<file path="config.mk">
export PLATFORM = sky130hd
export DESIGN_NAME = spi_master
export DESIGN_NICKNAME = d
export VERILOG_FILES = /design/src/rtl/spi_master.sv
export SDC_FILE = /design/constraint.sdc
export NUM_CORES = 1
export LEC_CHECK = 0
export BUFFER_PORTS_ARGS = -buffer_cell sky130_fd_sc_hd__buf_2
export CAP_MARGIN = 20
export CORE_ASPECT_RATIO = 1.4
export CORE_MARGIN = 3
export CORE_UTILIZATION = 50
export DETAILED_ROUTE_END_ITERATION = 7
export GPL_TIMING_DRIVEN = 0
export HOLD_SLACK_MARGIN = 0.03
export PLACE_DENSITY_LB_ADDON = 0.08
export REMOVE_ABC_BUFFERS = 1
export SYNTH_ARGS = -nofsm -noshare
export SYNTH_HDL_FRONTEND = slang
export SYNTH_SLANG_ARGS = --single-unit
</file>
<file path="constraint.sdc">
create_clock -name clk -period 4.8 [get_ports clk]
set_input_delay 0.24 -clock clk [delete_from_list [all_inputs] [get_ports clk]]
set_output_delay 0.24 -clock clk [all_outputs]
set_load 0.05 [all_outputs]
</file>
<file path="src/rtl/spi_master.sv">
// SPI mode-0 master (CPOL=0, CPHA=0), MSB first.
// Shifts one word out on MOSI while assembling one word from MISO, framed by CS.
module spi_master #(
  parameter int DATA_WIDTH = 8,
  parameter int CLK_DIV    = 2
) (
  input  logic                  clk,
  input  logic                  reset,
  input  logic                  start,
  input  logic [DATA_WIDTH-1:0] masterDataToSend,
  output logic [DATA_WIDTH-1:0] masterDataReceived,
  output logic                  busy,
  output logic                  done,
  output logic                  SCLK,
  output logic                  CS,
  output logic                  MOSI,
  input  logic                  MISO
);

  localparam int DIV_W = (CLK_DIV > 1) ? $clog2(CLK_DIV) : 1;
  localparam int BIT_W = (DATA_WIDTH > 1) ? $clog2(DATA_WIDTH) : 1;
  localparam logic [DIV_W-1:0] DIV_LAST = DIV_W'(CLK_DIV - 1);
  localparam logic [BIT_W-1:0] BIT_LAST = BIT_W'(DATA_WIDTH - 1);

  typedef enum logic [1:0] {IDLE, LEAD, XFER, TRAIL} state_t;

  state_t                  state_q;
  logic [DIV_W-1:0]        div_q, div_d;
  logic [BIT_W-1:0]        bitcnt_q, bitcnt_d;
  logic [DATA_WIDTH-1:0]   tx_q, rx_q, rxd_q;
  logic                    sclk_q, cs_q, mosi_q, busy_q, done_q;
  logic                    div_end, last_bit;

  assign div_end  = (div_q == DIV_LAST);
  assign last_bit = (bitcnt_q == BIT_LAST);
  // Both counters return to zero at their terminal count instead of wrapping.
  assign div_d    = div_end ? '0 : div_q + 1'b1;
  assign bitcnt_d = last_bit ? '0 : bitcnt_q + 1'b1;

  always_ff @(posedge clk) begin
    if (!reset) begin
      state_q  <= IDLE;
      div_q    <= '0;
      bitcnt_q <= '0;
      tx_q     <= '0;
      rx_q     <= '0;
      rxd_q    <= '0;
      sclk_q   <= 1'b0;
      cs_q     <= 1'b1;
      mosi_q   <= 1'b0;
      busy_q   <= 1'b0;
      done_q   <= 1'b0;
    end else begin
      done_q <= 1'b0;
      case (state_q)
        IDLE: begin
          if (start) begin
            tx_q     <= masterDataToSend;
            mosi_q   <= masterDataToSend[DATA_WIDTH-1];
            cs_q     <= 1'b0;
            busy_q   <= 1'b1;
            div_q    <= '0;
            bitcnt_q <= '0;
            state_q  <= LEAD;
          end
        end
        LEAD: begin
          div_q <= div_d;
          if (div_end) state_q <= XFER;
        end
        XFER: begin
          div_q <= div_d;
          if (div_end) begin
            sclk_q <= ~sclk_q;
            if (!sclk_q) begin
              rx_q <= {rx_q[DATA_WIDTH-2:0], MISO};
            end else begin
              // MOSI only moves on the falling toggle, so it is stable at every rising edge.
              bitcnt_q <= bitcnt_d;
              if (last_bit) begin
                state_q <= TRAIL;
              end else begin
                tx_q   <= tx_q << 1;
                mosi_q <= tx_q[DATA_WIDTH-2];
              end
            end
          end
        end
        TRAIL: begin
          div_q <= div_d;
          if (div_end) begin
            cs_q    <= 1'b1;
            mosi_q  <= 1'b0;
            rxd_q   <= rx_q;
            done_q  <= 1'b1;
            busy_q  <= 1'b0;
            state_q <= IDLE;
          end
        end
        default: state_q <= IDLE;
      endcase
    end
  end

  assign masterDataReceived = rxd_q;
  assign busy               = busy_q;
  assign done               = done_q;
  assign SCLK               = sclk_q;
  assign CS                 = cs_q;
  assign MOSI               = mosi_q;

endmodule

</file>
==> results of run 1 <==
-- sequential cells by signal (all words and copies together), names as in the netlist --
signal and cells:
masterDataReceived 8, rx_q 8, tx_q 7, bitcnt_q 3, state_q 2, CS 1
MOSI 1, SCLK 1, busy 1, div_end 1, done 1
-- tightest hold or removal path, stage by stage --
cell and delay [ns]:
buf_2 0.07, mux2i_1 0.05, nor2b_1 0.10
-- worst paths after layout --
check	slack [ns]	endpoint	depth (start not counted)
max reg2reg	2.53	tx_q[6]	6
max	2.53	tx_q[6]	6
min reg2reg	0.47	masterDataReceived[0]	2
min	0.22	rx_q[0]	3
-- metrics by stage --
step | utilization | area [sq um] | power [mW]
2_1_floorplan | - | 1540 | 0.6408
6_report | 0.6079 | 1802 | 0.9247
3_5_place_dp | 0.5758 | 1707 | 0.7179
3_3_place_gp | 0.5758 | 1707 | 0.7010
4_1_cts | 0.6079 | 1802 | 0.9379
5_1_grt | 0.6079 | 1802 | 0.9906
-- synthesized netlist by cell type --
| cell type | instances | area [sq um] |
|---|---|---|
| a2111oi_2 | 1 | 15.01 |
| nor3_1 | 1 | 5.000 |
| nor2b_2 | 1 | 8.760 |
| o211a_1 | 6 | 60.06 |
| nand2b_1 | 2 | 12.51 |
| nand3b_1 | 1 | 7.510 |
| buf_4 | 2 | 15.01 |
| o21ai_0 | 4 | 20.02 |
| nor2_1 | 3 | 11.26 |
| mux2i_1 | 21 | 210.2 |
| a21oi_1 | 6 | 30.03 |
| dfxtp_1 | 34 | 680.7 |
| nand2_1 | 26 | 97.59 |
| and2_1 | 2 | 12.51 |
| nand3_1 | 8 | 40.04 |
| and3_1 | 1 | 6.260 |
| or2_1 | 1 | 6.260 |
| clkbuf_1 | 5 | 18.77 |
| or2b_1 | 1 | 7.510 |
| buf_6 | 2 | 22.52 |
| buf_2 | 2 | 10.01 |
| nor3_2 | 1 | 10.01 |
| a21oi_2 | 2 | 17.52 |
| nand4_1 | 1 | 6.260 |
| ha_1 | 8 | 100.1 |
| a22o_1 | 1 | 8.760 |
| a21boi_0 | 9 | 67.56 |
| nor2b_1 | 14 | 87.58 |
| inv_1 | 3 | 11.26 |
-- cell type report --
cell class              count  area share
repair buffers             24     0.06667
well taps                  37     0.02569
inverters                   3    0.006250
multi-input cells         121      0.4708
clock buffers               6     0.04583
flip-flops and latches     34      0.3778
clock inverters             2    0.006944
-- power groups by stage --
| stage | sequential (mW) | combinational [mW] | clock (mW) |
|---|---|---|---|
| 2_1_floorplan | 0.404 | 0.237 | 0 |
| 3_3_place_gp | 0.379 | 0.322 | 0 |
| 3_5_place_dp | 0.382 | 0.336 | 0 |
| 4_1_cts | 0.376 | 0.337 | 0.225 |
| 5_1_grt | 0.384 | 0.370 | 0.237 |
| 6_report | 0.377 | 0.332 | 0.216 |
-- kinds of logic after synthesis --
kind of cell	share of synthesized area
AOI/OAI and AO/OA	0.1363
adders and majority gates	0.06231
buffers and inverters	0.04828
DFF	0.4237
muxes	0.1308
and+or+nand+nor	0.1986
-- routing by layer --
metal | part of all wire | vias up | track usage
li1 | - | 613 | -
met1 | 0.39 | 530 | 0.1637
met2 | 0.54 | 22 | 0.2898
met3 | 0.045 | 6 | 0.06339
met4 | 0.020 | 0 | 0.07386
met5 | 0 | - | 0
==> results.toml, run 1 <==
[final_layout]
layout-drive-gt1-share = 0.1947
final_cells = 227
fin_nets = 209
layout_commonest_cell = "dfxtp_1"
layout_common_cells = "dfxtp_1, nand2_1, buf_2, mux2i_1, nor2b_1"
regArea_sq_um = 680.7
n_antenna_cell = 0
multi_input_area_sq_um = 848.3
fillers = 273
area_growth_pct = 12.15

[clocking]
clock_latency_ns = 0.28
cts_inserted_buffers = 5
cts.clk_slew.worst_paths_ns = 0.07
clockBufferDepth = 2
cts_resized = 0
cts_sinks = 34
cts_tree = "done"
htreeDepth = 2
root_buffer = "clkbuf_8"
ctsHoldBuffers = 0
post_cts_buffers = 0

[place]
place_ws_ns = 2.542
place_inst = 219
numPortBuffers = 24
gp_congestion = 0.6854
dp_hpwl_um = 2014

[worst_setup_path]
critPathSlowestCell = "ha_1"
path_cells = "inv_1, ha_1, mux2i_1, a21oi_2, nand2_1, o211a_1"
path_class = "reg -> reg"
cp.required_ns = 4.98
start_kind = "flop"
critical-path-top-delay-family = "adder cells"
critPathMaxStageDelay_ns = 0.71
endpoint_kind = "flop"
r2r_start = "state_q[0]"
worstSetupStartpoint = "state_q[0]"
crit_buf_inv = 1
path_max_fanout = 19
worstPathArrival_ns = 2.44

[drt]
drc = 0
dr.pass1.iters = 4
antenna_left = 0
drtIter0Drc = 44
routedWlPerCell_um = 12.37
vias = 1171
vias_per_cell = 5.159
wl_um = 2808

[grt]
globalRouteOverflowTotal = 0
grt_pass1_vias = 1159
antenna_found_initial = 0
grt_usage = 0.1645
grt_first_pass_wirelength_um = 4740
grt_max_degree = 39

[timing]
fin_crit_ns = 2.265
fin_skew_ns = 0.002989
timing.final.ws_setup_ns = 2.535
tightest_slew_ns = 0.8250
setup_viol = 0
fin_crit_sh = 0.4720
slew-limit-headroom = 0.4500
timing.hold.ws_ns = 0.2164
final_max_slew_viol_count = 0
clock.fmax_mhz = 441.4
hold_violations = 0
timing.setup.tns_ns = 0
grt_setup_unrepaired = "no"

[floorplan]
rows = 23
die_area_sq_um = 3939
core_sq_um = 2964
fp.dieH_um = 73.07
start_util = 0.5420
die_w_um = 53.91
io_pins = 25

[pwr]
combPwrFrac = 0.359
power_frac_clock = 0.234
switching_share = 0.3711
ir_worst_vdd_v = 0.0003442
internal_power_uw = 581.5
power_density_nw_per_um2 = 513.2
p_sw_uw = 343.2
p_seq_frac = 0.407
p_leak_nw = 0.8365

[worst_hold_path]
min_from = "MISO"
hp-class = "in -> reg"

[status]
status = "completed"

[logic_synthesis]
synth_cells = 169
synth_area_per_cell_sq_um = 9.506
ys_warn_count = 0
ys_seq_area_frac = 0.4237
synth-seq-cells = 34
synth_area_sq_um = 1607
synth_cell_types = 29

[flow_run]
drv_cap = 0
Power figures use the tool's default switching activity.
==> inputs of run 2 (changes only) <==
Clock period 4.8 ns to 2.35 ns, I/O delays scaled along.
==> run 2 against run 1 <==
Effect of this change:
- hold slack worse by 0.12 ns
- count of clock-buffer cells in the layout is the same
- via count rose by 0.85%
- sequential share of layout area is 0.052 points lower
- first-iteration DRC count is 18% lower
- critical path depth unchanged
- largest power group unchanged
- largest cell class unchanged
==> results.toml, run 2 (synthesized netlist as in run 1, its figures left out) <==
[status]
status = "completed"

[floorplan]
start_util = 0.5420
fp.dieH_um = 73.07
die_area_sq_um = 3939
die_w_um = 53.91
core_sq_um = 2964
rows = 23
io_pins = 25

[drt]
antenna_left = 0
drtIter0Drc = 36
routedWlPerCell_um = 12.39
vias = 1181
wl_um = 2812
vias_per_cell = 5.203
dr.pass1.iters = 4
drc = 0

[final_layout]
n_antenna_cell = 0
area_growth_pct = 12.31
layout_commonest_cell = "dfxtp_1"
final_cells = 227
layout-drive-gt1-share = 0.2000
layout_common_cells = "dfxtp_1, nand2_1, buf_2, mux2i_1, nor2b_1"
fin_nets = 209

[worst_setup_path]
path_cells = "inv_1, ha_2, mux2i_1, a21oi_2, nand2_1, o211a_1"
critPathSlowestCell = "ha_2"
r2r_start = "state_q[0]"
worstSetupStartpoint = "state_q[0]"
path_class = "reg -> reg"
start_kind = "flop"
critPathMaxStageDelay_ns = 0.47
cp.required_ns = 2.53
worstPathArrival_ns = 2.15
endpoint_kind = "flop"
path_max_fanout = 19

[worst_hold_path]
min_from = "MISO"
hp-class = "in -> reg"

[pwr]
p_leak_nw = 0.8349
ir_worst_vdd_v = 0.0007029
finalPower_mw = 1.892
power_density_nw_per_um2 = 1048

[grt]
globalRouteOverflowTotal = 0
grt_usage = 0.1645
antenna_found_initial = 0
grt_first_pass_wirelength_um = 4740
grt_max_degree = 39
grt_pass1_vias = 1159

[timing]
setup_viol = 0
tightest_slew_ns = 0.6276
fin_crit_ns = 1.970
grt_setup_unrepaired = "no"
hold_violations = 0
fin_skew_ns = 0.003397
slew-limit-headroom = 0.5810
fin_crit_sh = 0.8382
clock.fmax_mhz = 507.6
timing.setup.tns_ns = 0
final_max_slew_viol_count = 0

[clocking]
clockBufferDepth = 2
htreeDepth = 2
clock_latency_ns = 0.28
cts_inserted_buffers = 5
cts_sinks = 34
cts_tree = "done"
cts.clk_slew.worst_paths_ns = 0.07
root_buffer = "clkbuf_8"

[place]
gp_congestion = 0.6854
dp_hpwl_um = 2014
place_inst = 219
numPortBuffers = 24

[flow_run]
drv_cap = 0
-- run 2: changes by cell type in the layout (fill, tap and decap cells not counted) --
cell  change
ha_2      +1
ha_1      -1
-- run 2: repair_timing --
action | in CTS | in global routing
buffers inserted | 0 | 0
hold buffers | 0 | 0
gates resized for setup | 0 | 1
setup endpoints to repair | 0 | 7
-- run 2: layout make-up --
type                       count  area [sq um]
fill                         274          1160
multi-input combinational    121         850.8
sequential                    34         680.7
timing repair buffer          24         120.1
clock buffer                   6         82.58
tap                           37         46.29
clock inverter                 2         12.51
inverter                       3         11.26
-- run 2: layer usage --
layer / wire (um) / up-vias / track usage
li1: - / 611 / -
met1: 1104 / 540 / 0.1637
met2: 1525 / 24 / 0.2898
met3: 128 / 6 / 0.06339
met4: 54 / 0 / 0.07386
met5: 0 / - / 0
-- run 2: path summary, 6_finish.rpt --
path | endpoint | slack, ns | depth (start not counted)
hold reg to reg | masterDataReceived[0] | 0.47 | 2
setup reg to reg | tx_q[6] | 0.38 | 6
setup / recovery | tx_q[6] | 0.38 | 6
hold / removal | rx_q[0] | 0.09 | 3
-- run 2: power by group --
part	total, mW	internal, mW	switching (mW)
clock network	0.442	0.235	0.206
registers	0.770	0.676	0.0938
logic	0.680	0.278	0.402
total	1.89	1.19	0.702
-- run 2: metrics by stage --
stage / utilization / instance area (sq um) / setup WS (ns) / hold slack [ns]
6_report: 0.6087 / 1804 / 0.3801 / 0.09389
2_1_floorplan: - / 1540 / 0.4609 / 0.1937
3_3_place_gp: 0.5758 / 1707 / 0.1636 / 0.3701
5_1_grt: 0.6087 / 1804 / 0.1415 / 0.1320
4_1_cts: 0.6079 / 1802 / 0.08121 / 0.08764
3_5_place_dp: 0.5758 / 1707 / 0.09213 / 0.3896
-- run 2: critical path, delay by kind of cell (launching register included) --
family | cells | cell delay, ns
compound gates | 2 | 0.59
fa+ha+maj | 1 | 0.47
buf+inv | 1 | 0.12
flops | 1 | 0.36
mux | 1 | 0.20
simple gates | 1 | 0.11
